### config.mk
export PLATFORM = sky130hd
export DESIGN_NAME = capture_sequencer
export DESIGN_NICKNAME = d
export VERILOG_FILES = /design/src/rtl/capture_sequencer_pkg.sv /design/src/rtl/capture_cycle_timer.sv /design/src/rtl/capture_sequencer.sv
export SDC_FILE = /design/constraint.sdc
export NUM_CORES = 1
export LEC_CHECK = 0
export CORE_MARGIN = 1.5
export CORE_UTILIZATION = 45
export CTS_CLUSTER_DIAMETER = 40
export DETAILED_ROUTE_END_ITERATION = 10
export DONT_BUFFER_PORTS = 1
export PLACE_DENSITY = 0.68
export SYNTH_ARGS = -nofsm -noshare
export SYNTH_HDL_FRONTEND = slang
export SYNTH_SLANG_ARGS = --single-unit
### constraint.sdc
create_clock -name clock_in -period 1.9 [get_ports clock_in]
set_input_delay 0.38 -clock clock_in [delete_from_list [all_inputs] [get_ports clock_in]]
set_output_delay 0.38 -clock clock_in [all_outputs]
set_load 0.05 [all_outputs]
### src/rtl/capture_sequencer_pkg.sv
// Shared types for the camera capture sequencer: the 3-bit state encoding
// (also exposed on state_out for debug) and a helper for the timeout window.
package capture_sequencer_pkg;

    typedef enum logic [2:0] {
        ST_IDLE             = 3'd0,
        ST_WAKE             = 3'd1,
        ST_WAIT_FRAME_END   = 3'd2,
        ST_WAIT_FRAME_START = 3'd3,
        ST_CAPTURE          = 3'd4,
        ST_COMPRESS         = 3'd5,
        ST_READY            = 3'd6
    } state_t;

    // States in which the abort timer runs.
    function automatic logic is_timed(input state_t s);
        return (s == ST_WAIT_FRAME_END) || (s == ST_WAIT_FRAME_START) ||
               (s == ST_CAPTURE) || (s == ST_COMPRESS);
    endfunction

endpackage

### src/rtl/capture_cycle_timer.sv
// Saturating cycle counter with a runtime terminal-count compare; shared
// between the D-PHY wake delay and the capture abort timeout.
module capture_cycle_timer #(
    parameter int WIDTH = 8
) (
    input  logic             clock_in,
    input  logic             reset_in,
    input  logic             clear,
    input  logic             enable,
    input  logic [WIDTH-1:0] terminal_value,
    output logic             terminal
);

    logic [WIDTH-1:0] count;

    always_ff @(posedge clock_in) begin
        if (reset_in) begin
            count <= '0;
        end else if (clear) begin
            count <= '0;
        end else if (enable && (count != {WIDTH{1'b1}})) begin
            count <= count + WIDTH'(1);
        end
    end

    assign terminal = (count == terminal_value);

endmodule

### src/rtl/capture_sequencer.sv
// Frame-aligned capture controller: wakes the D-PHY, waits for a whole frame,
// gates pixels to the encoder, waits for JPEG completion and flags the result.
module capture_sequencer
    import capture_sequencer_pkg::*;
#(
    parameter int WAKE_CYCLES    = 1024,
    parameter int TIMEOUT_CYCLES = 16777216
) (
    input  logic       clock_in,
    input  logic       reset_in,
    input  logic       start_capture_in,
    input  logic       power_save_enable_in,
    input  logic       frame_valid_in,
    input  logic       jpeg_done_in,
    output logic       capture_enable_out,
    output logic       jpeg_reset_out,
    output logic       dphy_power_down_out,
    output logic       image_ready_out,
    output logic       busy_out,
    output logic       timeout_out,
    output logic [2:0] state_out
);

    localparam int CNT_MAX = (TIMEOUT_CYCLES > WAKE_CYCLES) ? TIMEOUT_CYCLES : WAKE_CYCLES;
    localparam int CNT_W   = $clog2(CNT_MAX);
    localparam logic [CNT_W-1:0] WAKE_TERM    = CNT_W'(WAKE_CYCLES - 1);
    localparam logic [CNT_W-1:0] TIMEOUT_TERM = CNT_W'(TIMEOUT_CYCLES - 1);

    state_t           state;
    state_t           state_next;
    logic             fv_q;
    logic             fv_rise;
    logic             fv_fall;
    logic             accept;
    logic             timed_out;
    logic             timer_clear;
    logic             timer_enable;
    logic             timer_terminal;
    logic [CNT_W-1:0] term_value;

    assign fv_rise = frame_valid_in & ~fv_q;
    assign fv_fall = ~frame_valid_in & fv_q;

    capture_cycle_timer #(
        .WIDTH(CNT_W)
    ) u_timer (
        .clock_in      (clock_in),
        .reset_in      (reset_in),
        .clear         (timer_clear),
        .enable        (timer_enable),
        .terminal_value(term_value),
        .terminal      (timer_terminal)
    );

    always_comb begin
        state_next   = state;
        accept       = 1'b0;
        timed_out    = 1'b0;
        timer_clear  = 1'b0;
        timer_enable = is_timed(state);
        term_value   = TIMEOUT_TERM;
        case (state)
            ST_IDLE, ST_READY: begin
                if (start_capture_in) begin
                    accept      = 1'b1;
                    timer_clear = 1'b1;
                    state_next  = dphy_power_down_out ? ST_WAKE : ST_WAIT_FRAME_END;
                end
            end
            ST_WAKE: begin
                term_value   = WAKE_TERM;
                timer_enable = 1'b1;
                if (timer_terminal) begin
                    timer_clear = 1'b1;
                    state_next  = ST_WAIT_FRAME_END;
                end
            end
            ST_WAIT_FRAME_END: begin
                if (!frame_valid_in) state_next = ST_WAIT_FRAME_START;
            end
            ST_WAIT_FRAME_START: begin
                if (fv_rise) state_next = ST_CAPTURE;
            end
            ST_CAPTURE: begin
                if (fv_fall) state_next = ST_COMPRESS;
            end
            ST_COMPRESS: begin
                if (jpeg_done_in) state_next = ST_READY;
            end
            default: state_next = ST_IDLE;
        endcase
        // A completion landing on the terminal count takes precedence over the abort.
        if (is_timed(state) && timer_terminal && (state_next != ST_READY)) begin
            timed_out  = 1'b1;
            state_next = ST_IDLE;
        end
    end

    always_ff @(posedge clock_in) begin
        if (reset_in) begin
            state               <= ST_IDLE;
            fv_q                <= 1'b0;
            capture_enable_out  <= 1'b0;
            jpeg_reset_out      <= 1'b0;
            dphy_power_down_out <= 1'b0;
            image_ready_out     <= 1'b0;
            timeout_out         <= 1'b0;
        end else begin
            state              <= state_next;
            fv_q               <= frame_valid_in;
            jpeg_reset_out     <= accept;
            capture_enable_out <= (state_next == ST_CAPTURE);
            if (accept) begin
                image_ready_out <= 1'b0;
                timeout_out     <= 1'b0;
            end else begin
                if ((state == ST_COMPRESS) && (state_next == ST_READY)) image_ready_out <= 1'b1;
                if (timed_out) timeout_out <= 1'b1;
            end
            // Power-down only tracks the request while parked; otherwise the PHY stays up.
            if (((state == ST_IDLE) || (state == ST_READY)) && !accept) begin
                dphy_power_down_out <= power_save_enable_in;
            end else begin
                dphy_power_down_out <= 1'b0;
            end
        end
    end

    assign busy_out  = (state != ST_IDLE) && (state != ST_READY);
    assign state_out = state;

endmodule

# --- Word-level counts from Yosys, hierarchy flattened ---
# Index checks and enable logic that the tools add are counted.
totals:
  reg_bits: 33
  inputBits: 6
  output_inout_bits: 9
  word_cells: 59
classes:
  add_sub_neg: 1
  eq_ne: 12
  muxes: 16
  n_bitwise: 5
  n_reduce_logical: 17
ops:
  columns: ["cell", "count"]
  rows:
  - ["24-bit by 1-bit adder with 24-bit output, second input constant", 1]
  - ["24-bit == test", 1]
  - ["24-bit 2-to-1 mux", 1]
  - ["24-bit != test, second input constant", 1]
  - ["3-bit 2-to-1 mux", 7]
  - ["3-bit case mux with 6 select lines", 1]
  - ["3-bit == test, second input constant", 5]
  - ["2-bit OR reduction", 4]
  - ["3-bit by 2-bit == test with 1-bit output, second input constant", 2]
  - ["1-bit logical AND", 6]
  - ["3-bit != test, second input constant", 2]
  - ["1-bit 2-to-1 mux", 5]
  - ["1-bit logical OR", 4]
  - ["3-bit by 1-bit == test with 1-bit output, second input constant", 1]
  - ["3-bit zero test", 1]
  - ["1-bit inverter", 3]
  - ["3-bit nonzero test", 1]
  - ["1-bit bitwise AND", 2]
  - ["2-bit 2-to-1 mux", 1]
  - ["1-bit case mux with 2 select lines", 1]
  - ["1-bit zero test", 1]

# --- Logic depth before layout (Yosys ltp) ---
logic_depth:
  depth_word: 10
  mapped_depth: 8
  ltp_nobuf: 6

# --- By module ---
# Synthesis repeated with hierarchy kept, for this count alone.
unflattened:
  hier_cells: 234
  hier_area_um2: 2120.8
by_module_without_submodules:
  columns: ["mod", "n_inst", "cells_each", "area_each_um2", "seq_area_each_um2"]
  rows:
  - ["capture_cycle_timer", 1, 179, 1577.8, 480.5]
  - ["capture_sequencer", 1, 55, 543.0, 180.2]

# --- Worst setup path before layout ---
# No wires, ideal clock.
synth_path:
  path_type: "register to register"
  startpoint: "register state[0], in the netlist state_out[0]"
  endpoint: "register u_timer.count[0]"
  setup_time_ns: 0.118
  t_arrival_ns: 1.949
  required_time_ns: 1.782
  path_slack_ns: -0.167
  path_stages_with_launch: 8
  path_buffers: 3
  period_less_slack_ns: 2.067
  path_cell_list: "dfxtp_1 > buf_2 > or3b_1 > nor3_2 > nand2b_1 > buf_2 > buf_2 > nor2_1"
synth_between:
  elab_chain_len: 6
  elab_cells_between_ends: 18
  cone_classes: "eq/ne (7); mux (4); reduce/logical (7)"
synth_rtl:
  columns: ["element", "line_no", "text"]
  rows:
  - ["start: declaration", "capture_sequencer.sv:29", "state_t state;"]
  - ["start signal: assignment", "capture_sequencer.sv:109", "state <= state_next;"]
  - ["3-bit by 1-bit == test with 1-bit output or 3-bit by 2-bit == test with 1-bit output (tied branches)", "capture_sequencer.sv:62, capture_sequencer_pkg.sv:17", null]
  - ["24-bit 2-to-1 mux or 1-bit logical OR (tied branches)", "capture_sequencer.sv:62, capture_sequencer_pkg.sv:17", null]
  - ["24-bit == test or 1-bit logical OR (tied branches)", "capture_cycle_timer.sv:26, capture_sequencer_pkg.sv:17", null]
  - ["1-bit 2-to-1 mux or 1-bit logical OR (tied branches)", "capture_sequencer.sv:73, capture_sequencer_pkg.sv:18", null]
  - ["1-bit case mux with 2 select lines or 1-bit 2-to-1 mux (tied branches)", "capture_sequencer.sv:62", "case (state)"]
  - ["2-bit OR reduction (no source line) or 1-bit logical AND (tied branches)", null, null]
  - ["end signal: assignment", "capture_cycle_timer.sv:22", "count <= count + WIDTH'(1);"]
  - ["end: declaration", "capture_cycle_timer.sv:14", "logic [WIDTH-1:0] count;"]
# Several ways; a longest one is shown, not always the timed one.
# A chain may end at the register's enable or synchronous reset.

# --- Worst setup path after layout ---
layout_path:
  startpoint: "register state[2], in the netlist state_out[2]"
  endpoint: "output busy_out"
layout_between:
  elab_chain_len: 2
  elab_cells_between_ends: 3
  cone_classes: "eq/ne (1); reduce/logical (2)"
layout_rtl:
  columns: ["element", "line_no", "text"]
  rows:
  - ["3-bit != test or 3-bit nonzero test (tied branches)", "capture_sequencer.sv:129", "assign busy_out = (state != ST_IDLE) && (state != ST_READY);"]
  - ["1-bit logical AND *", "capture_sequencer.sv:129", null]
  - ["end: declaration", "capture_sequencer.sv:19", "output logic busy_out,"]
# Every way passes the cells marked *; elsewhere a longest branch is shown, timed or not.

==> results.md <==
- Run status: complete, no violations
- DR WL/cell: 14.13 um
- Max Clock Skew: 10.65 ps
- Worst-skew pair later-pin latency: 290 ps
- Fin Setup TNS: 0 ps
- CTS max path bufs: 2
- Die H: 68.18 um
- Residual DRC count: 0
- Placed insts: 273
- Critical path arrival: around 1400 ps
- Post-detailed-route via-to-cell ratio: 5.765
- Largest fanout on the critical path: 10
- Crit path launch type: register
- Initial antenna violation count: 0
- Starting Density: 0.4745
- Net count after synthesis: 225
- Ys Warns: 0
- Top post-synthesis cells by area: dfxtp_1 35%, xnor2_1 8.2%, nor2_1 4.1%
- Total setup buffers inserted after CTS: 0
- Final min period: 1816 ps
- Number of diodes: 0
- Area delta synth->final: 12.57%
- Cell area after synthesis: 1912 um^2
- PortBufs: 0
- Final WS setup: around 84 ps
- First-pass GRT wire length: 6.810 mm
- Slew Limit Headroom: 0.6378
- I/O pin total: 15
- Top cells by count, synth: 33 x dfxtp_1, 21 x nor2_1, 18 x xnor2_1
- Total congestion overflow: 0
- Clock transition at path regs: around 70 ps
- CTS tree: yes
- Vias in the first global route: 1473
- Dominant cell type by area after synthesis: dfxtp_1
- Unrepaired setup endpoints after global routing: no
- DIE WIDTH: a little under 70 um
- Hold crit path type: in -> reg
- Largest net degree at the start of global routing: 25
- Cell Pwr Density: 886.1 nW/um^2
- Layout cells sized above 1: 0.2251
- Static Leak: roughly 0.7 nW
- Routability cong.: approximately 0.81
- Avg Inst Size Synth: 8.770 um^2
- Number of synthesized flops with an enable pin: 0
- Max-Cap Viols: 0
- FFs w/ async S/R, synth: 0
- Post-route antenna net violation count: 0
- Final Max Tran Viols: 0
- Worst path required time: 1520 ps
- Layout Cells excl Fill: 281
- H-Tree Depth: 2
- Core area: roughly 4000 um^2
- Peak ir drop on the vdd network: 518.5 uV
- Row count: 23
- CTS sink count: 33
- Post-synth top area share: 0.3455
- Synth Instances: 218
- Register area share after synthesis: 0.3455
- Number of synthesized register bits: 33
- Die ar.: 4649 um^2
- Nets: 237
- Root buf cell: clkbuf_8
- First-pass iteration count of the detailed router: 4
- Via count: ~1600
- Distinct cells, synth: 49
- Worst-Margin Slew: 542.5 ps
- FMAX: 550.6 MHz
- Hold Path Stages: 1
- Drt first-iter violations: 58
- Count of final hold-check violations: 0
- Most numerous cell in the Yosys netlist: dfxtp_1
- Main synth FF type: dfxtp_1
- DP HPWL: 2.835 mm
- Total GRT Usage: 0.1941
- Fill count: 388
- Dpl ws: 105.5 ps
- R2R cell count: 6
- Setup crit end kind: output port
- Crit share post-route: 0.9559
- Power, Total: 1.907 mW
- Routed wire length: 3.971 mm
- Setup violators final: 0
- Crit path kind: reg -> out
- Total CTS buffers: 5
## through the flow
| stage | hold WS [ps] | utilization | instance area [um^2] |
|---|---|---|---|
| 2_1_floorplan | 444.2 | - | 1916 |
| 3_3_place_gp | 450.8 | 0.5016 | 2021 |
| 3_5_place_dp | 450.6 | 0.5016 | 2021 |
| 4_1_cts | 145.0 | 0.5267 | 2122 |
| 5_1_grt | 138.1 | 0.5342 | 2152 |
| 6_report | 152.8 | 0.5342 | 2152 |
## worst max-delay path: stages, from the launching register on
cell and delay (ps):
dfxtp_2 440, xor2_1 200, nor2_1 120, inv_1 380
## cells by family (layout without fill, tap and decap cells)
family | after synthesis | after routing | synth area share
AOI/OAI and AO/OA | 40 | 40 | 0.1571
xor gates and xnor gates | 20 | 20 | 0.09162
adders and majority gates | 1 | 1 | 0.006543
buffers and inverters | 17 | 30 | 0.06282
DFF | 33 | 33 | 0.3455
muxes | 1 | 1 | 0.005236
and+or+nand+nor | 106 | 106 | 0.3312
## sequential cells by signal, indices dropped and copies added (netlist names)
register / cells
capture_enable_out: 1
dphy_power_down_out: 1
fv_q: 1
image_ready_out: 1
jpeg_reset_out: 1
state_out: 3
timeout_out: 1
u_timer.count: 24
## area by class of cell
cell class	count	area (um^2)	share of cell area
clock buffer	7	96.34	0.04477
clock inverter	1	5.005	0.002326
inverter	4	15.01	0.006977
multi-input combinational	168	1161	0.5395
sequential	33	664.4	0.3087
tap	50	62.56	0.02907
timing repair buffer	18	147.6	0.06860
## final timing paths
kind	start	slack, ps	to
worst max-delay path	state_out[2]	80	busy_out
worst min-delay path	reset_in	150	state_out[1]
worst max register to register	u_timer.count[0]	150	u_timer.count[22]
worst min register to register	u_timer.count[23]	520	u_timer.count[23]
## where the power goes
| group | leakage (nW) | switching, mW | internal [mW] | total [mW] |
|---|---|---|---|---|
| Combinational | 0.382 | 0.347 | 0.188 | 0.535 |
| Clock | 0.0542 | 0.259 | 0.327 | 0.586 |
| Sequential | 0.268 | 0.0585 | 0.727 | 0.786 |
| Total | 0.705 | 0.664 | 1.24 | 1.91 |
## layout by cell type (no fill, tap or decap), types with 4 or more instances in the layout
master | Yosys | layout
inv_1 | 4 | 4
dfxtp_1 | 33 | 30
a21oi_1 | 14 | 14
clkbuf_8 | 0 | 7
and2_1 | 5 | 5
and3_1 | 6 | 6
xnor2_1 | 18 | 18
o21ai_0 | 6 | 6
nor4_1 | 5 | 5
nand2_1 | 11 | 11
nand3_1 | 10 | 10
nor2_1 | 21 | 21
nor2_2 | 4 | 4
buf_4 | 1 | 17
nand4_1 | 9 | 9
or3_1 | 7 | 6
## routing by layer
metal | vias to the layer above | global-route usage | wire (um)
met5 | - | 0 | 0
met4 | 0 | 0.06000 | 52
met3 | 6 | 0.04770 | 190
met2 | 31 | 0.3070 | 1817
met1 | 762 | 0.2601 | 1911
li1 | 821 | - | -
## timing repair
item / CTS / global route
endpoints found under the setup margin: 0 / 6
gates resized for setup: 0 / 7
hold endpoints to repair: 0 / 0
hold buffers: 0 / 0
No activity file was read; power rests on OpenSTA's default activity.
